$ cat src/rtl/anim_sequencer.sv
// -----------------------------------------------------------------------------
// anim_sequencer
//
// Frame-animation player for the screen path. A free-running divider, gated by
// enable/pause/playing, produces one frame tick every 2^DIV_W clk cycles. On
// each tick the sequencer frame index steps according to the play mode. The
// displayed frame (disp_idx) only follows the sequencer frame on vsync, so a
// frame never changes in the middle of a scan. Pixel coordinates are turned
// into a registered linear sprite-ROM address for the displayed frame.
//
// Ports:
//   clk         system clock
//   rst         asynchronous active-high reset
//   enable      divider runs while high
//   pause       freezes divider and frame index while high
//   restart     synchronous restart of the sequence (wins over a tick)
//   mode        00 loop, 01 ping-pong, 10 one-shot, 11 reverse loop
//   vsync       frame-boundary strobe; commits frame_idx to disp_idx
//   ram_addr_x  pixel x
//   ram_addr_y  pixel y
//   rom_addr    registered sprite-ROM address (0 when out of range)
//   pix_valid   registered; coordinate was in range
//   frame_idx   sequencer frame
//   disp_idx    frame currently used for addressing
//   playing     sequence active (falls only at the end of a one-shot run)
//   done        one-cycle pulse at sequence completion, aligned with the
//               frame_idx update that completes the sequence
//
// There are no valid/ready handshakes in this block: all inputs are sampled
// every cycle and all outputs are registered.
// -----------------------------------------------------------------------------
module anim_sequencer #(
   parameter int FRAMES = 16,
   parameter int DIV_W  = 24,
   parameter int IMG_W  = 160,
   parameter int IMG_H  = 120,
   parameter int ADDR_W = 19,
   localparam int IDX_W = (FRAMES > 1) ? $clog2(FRAMES) : 1
) (
   input  logic              clk,
   input  logic              rst,
   input  logic              enable,
   input  logic              pause,
   input  logic              restart,
   input  logic [1:0]        mode,
   input  logic              vsync,
   input  logic [7:0]        ram_addr_x,
   input  logic [7:0]        ram_addr_y,
   output logic [ADDR_W-1:0] rom_addr,
   output logic              pix_valid,
   output logic [IDX_W-1:0]  frame_idx,
   output logic [IDX_W-1:0]  disp_idx,
   output logic              playing,
   output logic              done
);

   localparam logic [1:0] MODE_LOOP    = 2'b00;
   localparam logic [1:0] MODE_PING    = 2'b01;
   localparam logic [1:0] MODE_ONESHOT = 2'b10;
   localparam logic [1:0] MODE_REV     = 2'b11;

   localparam logic DIR_UP   = 1'b0;
   localparam logic DIR_DOWN = 1'b1;

   localparam logic [IDX_W-1:0]  LAST     = IDX_W'(FRAMES - 1);
   localparam logic [IDX_W-1:0]  IDX_ONE  = IDX_W'(1);
   localparam logic [ADDR_W-1:0] FRAME_SZ = ADDR_W'(IMG_W * IMG_H);
   localparam logic [ADDR_W-1:0] ROW_SZ   = ADDR_W'(IMG_W);

   logic [DIV_W-1:0] div;
   logic             dir;
   logic             run;
   logic             tick;

   logic [IDX_W-1:0] nxt_idx;
   logic             nxt_dir;
   logic             nxt_play;
   logic             nxt_done;

   logic              in_range;
   logic [ADDR_W-1:0] addr_c;

   // The divider only advances while the sequence is live; a finished
   // one-shot therefore produces no further ticks until restart.
   assign run  = enable & ~pause & playing;
   assign tick = run & (&div);

   // Next-state of the sequencer for the tick case. Outside ping-pong the
   // direction is pinned to up every cycle, so re-entering ping-pong always
   // starts by counting upwards.
   always_comb begin
      nxt_idx  = frame_idx;
      nxt_dir  = (mode == MODE_PING) ? dir : DIR_UP;
      nxt_play = playing;
      nxt_done = 1'b0;
      if (tick) begin
         case (mode)
            MODE_LOOP: begin
               if (frame_idx == LAST) begin
                  nxt_idx  = '0;
                  nxt_done = 1'b1;
               end else begin
                  nxt_idx = frame_idx + IDX_ONE;
               end
            end
            MODE_PING: begin
               if (FRAMES == 1) begin
                  nxt_done = 1'b1;
               end else if (dir == DIR_UP && frame_idx != LAST) begin
                  nxt_idx = frame_idx + IDX_ONE;
               end else if (frame_idx == '0) begin
                  // Down at 0 is not reachable in normal play; recover upward.
                  nxt_idx = IDX_ONE;
                  nxt_dir = DIR_UP;
               end else begin
                  // Turning at the top or stepping down. Reaching 0 ends the
                  // round trip; this also covers FRAMES==2 (top is 1).
                  nxt_idx = frame_idx - IDX_ONE;
                  if (frame_idx == IDX_ONE) begin
                     nxt_dir  = DIR_UP;
                     nxt_done = 1'b1;
                  end else begin
                     nxt_dir = DIR_DOWN;
                  end
               end
            end
            MODE_ONESHOT: begin
               if (frame_idx == LAST) begin
                  nxt_play = 1'b0;
                  nxt_done = 1'b1;
               end else begin
                  nxt_idx = frame_idx + IDX_ONE;
               end
            end
            MODE_REV: begin
               if (frame_idx == '0) begin
                  nxt_idx  = LAST;
                  nxt_done = 1'b1;
               end else begin
                  nxt_idx = frame_idx - IDX_ONE;
               end
            end
            default: begin
               nxt_idx = frame_idx;
            end
         endcase
      end
   end

   always_ff @(posedge clk or posedge rst) begin
      if (rst) begin
         div       <= '0;
         frame_idx <= '0;
         dir       <= DIR_UP;
         playing   <= 1'b1;
         done      <= 1'b0;
      end else if (restart) begin
         div       <= '0;
         dir       <= DIR_UP;
         playing   <= 1'b1;
         done      <= 1'b0;
         frame_idx <= (mode == MODE_REV) ? LAST : '0;
      end else begin
         if (run) begin
            div <= div + 1'b1;
         end
         frame_idx <= nxt_idx;
         dir       <= nxt_dir;
         playing   <= nxt_play;
         done      <= nxt_done;
      end
   end

   // Commit samples frame_idx before this edge's update, so a tick and vsync
   // in the same cycle display the pre-tick frame.
   always_ff @(posedge clk or posedge rst) begin
      if (rst) begin
         disp_idx <= '0;
      end else if (vsync) begin
         disp_idx <= frame_idx;
      end
   end

   assign in_range = (int'(ram_addr_x) < IMG_W) && (int'(ram_addr_y) < IMG_H);
   assign addr_c   = ADDR_W'(disp_idx) * FRAME_SZ
                   + ADDR_W'(ram_addr_y) * ROW_SZ
                   + ADDR_W'(ram_addr_x);

   always_ff @(posedge clk or posedge rst) begin
      if (rst) begin
         rom_addr  <= '0;
         pix_valid <= 1'b0;
      end else if (in_range) begin
         rom_addr  <= addr_c;
         pix_valid <= 1'b1;
      end else begin
         rom_addr  <= '0;
         pix_valid <= 1'b0;
      end
   end

endmodule

$ cat config.mk
export PLATFORM = sky130hd
export DESIGN_NAME = anim_sequencer
export DESIGN_NICKNAME = d
export VERILOG_FILES = /design/src/rtl/anim_sequencer.sv
export SDC_FILE = /design/constraint.sdc
export NUM_CORES = 1
export LEC_CHECK = 0
export BUFFER_PORTS_ARGS = -buffer_cell sky130_fd_sc_hd__buf_2
export CORE_ASPECT_RATIO = 1.5
export CORE_MARGIN = 2
export CORE_UTILIZATION = 30
export CTS_BUF_LIST = sky130_fd_sc_hd__clkbuf_4 sky130_fd_sc_hd__clkbuf_8 sky130_fd_sc_hd__clkbuf_16
export CTS_CLUSTER_SIZE = 20
export DETAILED_ROUTE_END_ITERATION = 12
export PLACE_DENSITY = 0.55
export RECOVER_POWER = 50
export SLEW_MARGIN = 20
export SYNTH_ARGS = -nofsm -noshare
export SYNTH_HDL_FRONTEND = slang
export SYNTH_SLANG_ARGS = --single-unit
$ cat constraint.sdc
create_clock -name clk -period 3.4 [get_ports clk]
set_input_delay 0.51 -clock clk [delete_from_list [all_inputs] [get_ports clk]]
set_output_delay 0.51 -clock clk [all_outputs]
set_load 0.03 [all_outputs]
# --- Yosys cells after proc, flatten, opt, wreduce, memory -nomap -nowiden ---
# Index checks and enable logic that the tools add are counted.
word_totals:
  regBits: 55
  inputBits: 24
  output_inout_bits: 30
  wordCells: 73
classes:
  add_sub_neg: 5
  mul: 2
  n_lt_le_gt_ge: 2
  n_eq_ne: 7
  mux: 32
  bitwise_logic: 5
  reduce_logical: 12
op_table:
  columns: ["op", "n"]
  rows:
  - ["24-bit two-way mux", 2]
  - ["4-bit two-way mux", 8]
  - ["24-bit by 1-bit adder with 24-bit output (second input constant)", 1]
  - ["24-bit AND reduction", 1]
  - ["19-bit by 16-bit adder with 19-bit output", 1]
  - ["19-bit by 8-bit adder with 19-bit output", 1]
  - ["1-bit two-way mux", 19]
  - ["19-bit two-way mux", 1]
  - ["4-bit case mux with 4 select lines", 1]
  - ["4-bit by 7-bit multiplier with 11-bit output (second input constant)", 1]
  - ["8-bit by 3-bit multiplier with 11-bit output (second input constant)", 1]
  - ["8-bit by 7-bit < comparator with 1-bit output (second input constant)", 1]
  - ["8-bit < comparator (second input constant)", 1]
  - ["2-bit nonzero test", 4]
  - ["4-bit by 1-bit adder with 4-bit output (second input constant)", 1]
  - ["2-bit == test (second input constant)", 2]
  - ["4-bit by 1-bit == test with 1-bit output (second input constant)", 1]
  - ["4-bit == test (second input constant)", 1]
  - ["4-bit zero test", 1]
  - ["4-bit inequality test (second input constant)", 1]
  - ["4-bit by 1-bit subtractor with 4-bit output (second input constant)", 1]
  - ["1-bit bitwise AND", 3]
  - ["3-bit inequality test (second input constant)", 1]
  - ["1-bit case mux with 3 select lines", 1]
  - ["other kinds (7)", 9]

# --- Longest topological paths before layout ---
depth:
  ltp_word: 7
  ltp_mapped: 14
  ltp_nobuf: 14

# --- Worst setup path after synthesis ---
# OpenSTA, ideal clock, no wires.
synth_timing:
  path_type: "flip-flop to flip-flop"
  from: "reg disp_idx[2]"
  to: "reg rom_addr[18]"
  setup_ns: 0.120
  t_arrival_ns: 3.321
  required_time_ns: 3.280
  path_slack_ns: -0.041
  path_stages_with_launch: 15
  path_buffers: 0
  period_less_slack_ns: 3.441
  cell_sequence: "dfrtp_1 ha_1 inv_1 fa_1 inv_1 ha_1 a31oi_1 xnor2_1 ha_1 nand2_1 o32ai_1 a31oi_1 a32oi_1 a211oi_1 a41o_1"
synth_via:
  elab_chain_len: 4
synth_rtl:
  columns: ["element", "line_no", "source"]
  rows:
  - ["start, declared", "52", "output logic [IDX_W-1:0] disp_idx,"]
  - ["start signal, assigned", "180", "disp_idx <= frame_idx;"]
  - ["4-bit by 7-bit multiplier with 11-bit output", "185", "assign addr_c = ADDR_W'(disp_idx) * FRAME_SZ"]
  - ["19-bit by 16-bit adder with 19-bit output", "186", "+ ADDR_W'(ram_addr_y) * ROW_SZ"]
  - ["19-bit by 8-bit adder with 19-bit output", "187", "+ ADDR_W'(ram_addr_x);"]
  - ["19-bit two-way mux", "193", "end else if (in_range) begin"]
  - ["end signal, assigned", "194", "rom_addr <= addr_c;"]
  - ["end, declared", "49", "output logic [ADDR_W-1:0] rom_addr,"]
# No other way between the ends.
# A chain may end at the register's enable or synchronous reset.

# --- Final worst setup path ---
layout_timing:
  from: "reg disp_idx[2]"
  to: "reg rom_addr[17]"
# Same word-level chain as after synthesis.

==> flow_metrics.env <==
export IMPL_violations="capacitance limit"
export IMPL_cts_sinks=55
export IMPL_layout_nets=544
export IMPL_vias=3099
export IMPL_antenna_found_initial=0
export IMPL_synthMuxAreaShare=0.0241
export IMPL_cp_cell_sequence="ha_1 -> inv_1 -> fa_1 -> inv_1 -> ha_1 -> buf_4 -> a21o_1 -> a21oi_2 -> xnor2_1 -> ha_1 -> buf_4 -> a311oi_1 -> o21ai_0 -> a21oi_1 -> nor3b_2"
export IMPL_cts_tree="yes"
export IMPL_maxCapViolCount=1
export IMPL_insertedDiodeCount=0
export IMPL_gr_usage_all_layers=0.133
export IMPL_finalSetupViolations=0
export IMPL_path_class="flip-flop to flip-flop"
export IMPL_gp_congestion=0.815
export IMPL_path_max_fanout=3
export IMPL_grt_first_pass_wirelength_um=14400
export IMPL_die_w_um=95.8
export IMPL_netlist_cell_type_count=59
export IMPL_htree_levels=2
export IMPL_power_density_mw_per_mm2=556
export IMPL_tightest_slew_ps=1470
export IMPL_ioPinCount=54
export IMPL_start_util=0.306
export IMPL_synth_compound_area_share=0.138
export IMPL_async_reset_ff_frac=1.00
export IMPL_finalHoldViolations=0
export IMPL_grt_max_degree=39
export IMPL_worstPathArrival_ps=3380
export IMPL_place_area_mm2=0.00439
export IMPL_dp_hpwl_um=6750
export IMPL_syn_to_final_growth_pct=20.1
export IMPL_clock_skew_ps=6.07
export IMPL_final_max_slew_viol_count=0
export IMPL_cp_top_family="adder cells"
export IMPL_synth_area_mm2=0.00379
export IMPL_synth_top_area_frac=0.356
export IMPL_synth_edff_count=0
export IMPL_core_area_mm2=0.0124
export IMPL_grt_pass1_vias=3115
export IMPL_peakVddDrop_mv=0.337
export IMPL_portBuffers=53
export IMPL_synth_simple_area_share=0.196
export IMPL_slowest_stage="fa_1"
export IMPL_routedWlPerCell_um=13.7
export IMPL_yosys_warnings=0
export IMPL_drt_iter0_drc=102
export IMPL_end_kind="flip-flop"
export IMPL_slew_headroom=0.0161
export IMPL_synth_nets=470
export IMPL_grt_ovfl_total=0
export IMPL_yosys_area_top_type="dfrtp_1"
export IMPL_synth_xor_area_frac=0.0970
export IMPL_clkLatencyLatePin_ps=290
export IMPL_min_period_ps=3200
export IMPL_critPathLaunchType="flip-flop"
export IMPL_ys_seq_elements=55
export IMPL_clk_pin_slew_ps=70
export IMPL_synth_area_leaders="dfrtp_1, ha_1, xnor2_1, nor2_1, xor2_1"
export IMPL_status="finished, violations left"
export IMPL_fp_dieH_um=142
export IMPL_rows=50
export IMPL_synth_main_ff_cell="dfrtp_1"
export IMPL_synth_area_per_cell_um2=9.43
export IMPL_cts_made_buffers=5
export IMPL_final_area_mm2=0.00455
export IMPL_synthCells=402
export IMPL_ant_nets=0
export IMPL_path_buf_inv=4
export IMPL_synth_top_family_by_area="simple AND/OR/NAND/NOR gates"
export IMPL_die_area_mm2=0.0136
export IMPL_timing_final_crit_share=0.942
export IMPL_layout_drive_gt1_share=0.212
export IMPL_leakagePower_nw=2.16
export IMPL_max_freq_ghz=0.312
export IMPL_ctsHoldBuffers=0
export IMPL_hold_path_class="primary input to flip-flop"
export IMPL_via_per_inst=4.90
export IMPL_power_w=0.00253
export IMPL_drc=0
export IMPL_cts_root_buf="clkbuf_16"
export IMPL_cpMostUsedCell="ha_1"
export IMPL_clk_path_buf_depth=2
export IMPL_ys_seq_area_frac=0.363
export IMPL_cp_required_ps=3580
export IMPL_dr_pass1_iters=4
export IMPL_synth_adder_area_share=0.151
export IMPL_wl_um=8670
export IMPL_slowest_delay_ps=540
-- where the power goes --
part           internal [W]  switching, W  total (W)
logic              0.000549      0.000718    0.00127
clock network      0.000276      0.000239   0.000515
registers          0.000712     0.0000392   0.000751
total               0.00154      0.000996    0.00253
-- cell type report --
type                    instances  area (µm²)
well taps                     156         195
repair buffers                 79         445
inverters                      17        63.8
clock inverters                 3        22.5
fillers                      1315        7830
flip-flops and latches         55        1380
multi-input cells             318        2320
clock buffers                   5         125
-- synthesized netlist by cell type (5+ instances only) --
cell type and n:
xor2_1 19, nor2_1 51, clkbuf_1 7, xnor2_1 23, and2_1 8, and3_1 6, nand2_1 32, a21o_1 6
ha_1 41, dfrtp_1 54, nand3_1 11, a211oi_1 5, inv_1 16, nand4_1 6, o21ai_0 16, a21oi_1 26
-- per-layer routing --
layer / routed length [µm] / part of all wire / GRT usage / vias to the layer above
li1: - / - / - / 1561
met1: 3500 / 0.40 / 0.150 / 1496
met2: 4820 / 0.56 / 0.252 / 34
met3: 192 / 0.022 / 0.0186 / 8
met4: 153 / 0.018 / 0.0406 / 0
met5: 0 / 0 / 0 / -
-- flip-flops by register name, indices dropped and copies added (netlist names) --
signal	cells
dir	1
disp_idx	4
div	24
done	1
frame_idx	4
pix_valid	1
playing	1
rom_addr	19
-- metrics by stage --
stage	std cells	setup WS, ps	utilization	setup TNS [ps]	hold slack [ps]
final	633	198	0.368	0	418
after global routing	633	-18.9	0.368	-18.9	413
after CTS	633	58.1	0.367	0	403
after detailed placement	625	-191	0.355	-410	512
after global placement	625	-107	0.355	-212	507
after floorplan	402	25.9	-	0	497
-- placed cells by master, fill, tap and decap left out, types with 3 or more instances in the layout --
cell type	n
dfrtp_1	53
xnor2_1	23
nor3_1	4
o21a_1	3
clkbuf_16	5
o21bai_1	3
xor2_1	19
nor3b_1	3
nor2_1	51
mux2_2	4
nand2_1	32
o21ai_0	15
inv_1	16
a21o_1	6
a21oi_1	24
clkbuf_1	9
o211ai_1	3
a211oi_1	5
nand4_1	6
or3_1	4
and2_1	8
fa_1	3
ha_1	41
buf_4	22
and3_1	6
buf_2	47
nand3_1	11
-- kinds of logic (layout without fill, tap and decap cells) --
group	after synthesis	in the layout
AO/OA/AOI/OAI	80	80
AND/OR/NAND/NOR	144	144
multiplexers	8	8
buffers and inverters	29	104
adder cells (fa/ha/maj)	44	44
flip-flops	55	55
XOR/XNOR	42	42
-- final timing paths --
| check | from | end | slack (ps) | cells after the start |
|---|---|---|---|---|
| setup / recovery | disp_idx[2]$_DFFE_PP0P_ | rom_addr[17]$_DFF_PP0_ | 200 | 15 |
| hold / removal | ram_addr_x[4] | rom_addr[4]$_DFF_PP0_ | 420 | 2 |
| setup reg to reg | disp_idx[2]$_DFFE_PP0P_ | rom_addr[17]$_DFF_PP0_ | 200 | 15 |
| hold reg to reg | playing$_DFFE_PP1P_ | playing$_DFFE_PP1P_ | 530 | 1 |
| max in group asynchronous | rst | div[14]$_DFFE_PP0P_ | 1180 | 3 |
| min in group asynchronous | rst | rom_addr[12]$_DFF_PP0_ | 630 | 2 |
-- timing repair --
item                                   CTS  global route
endpoints found under the hold margin    0             0
resized for setup                        0             7
setup endpoints to repair                0             4
setup buffers                            0             0
Power figures use the tool's default switching activity.
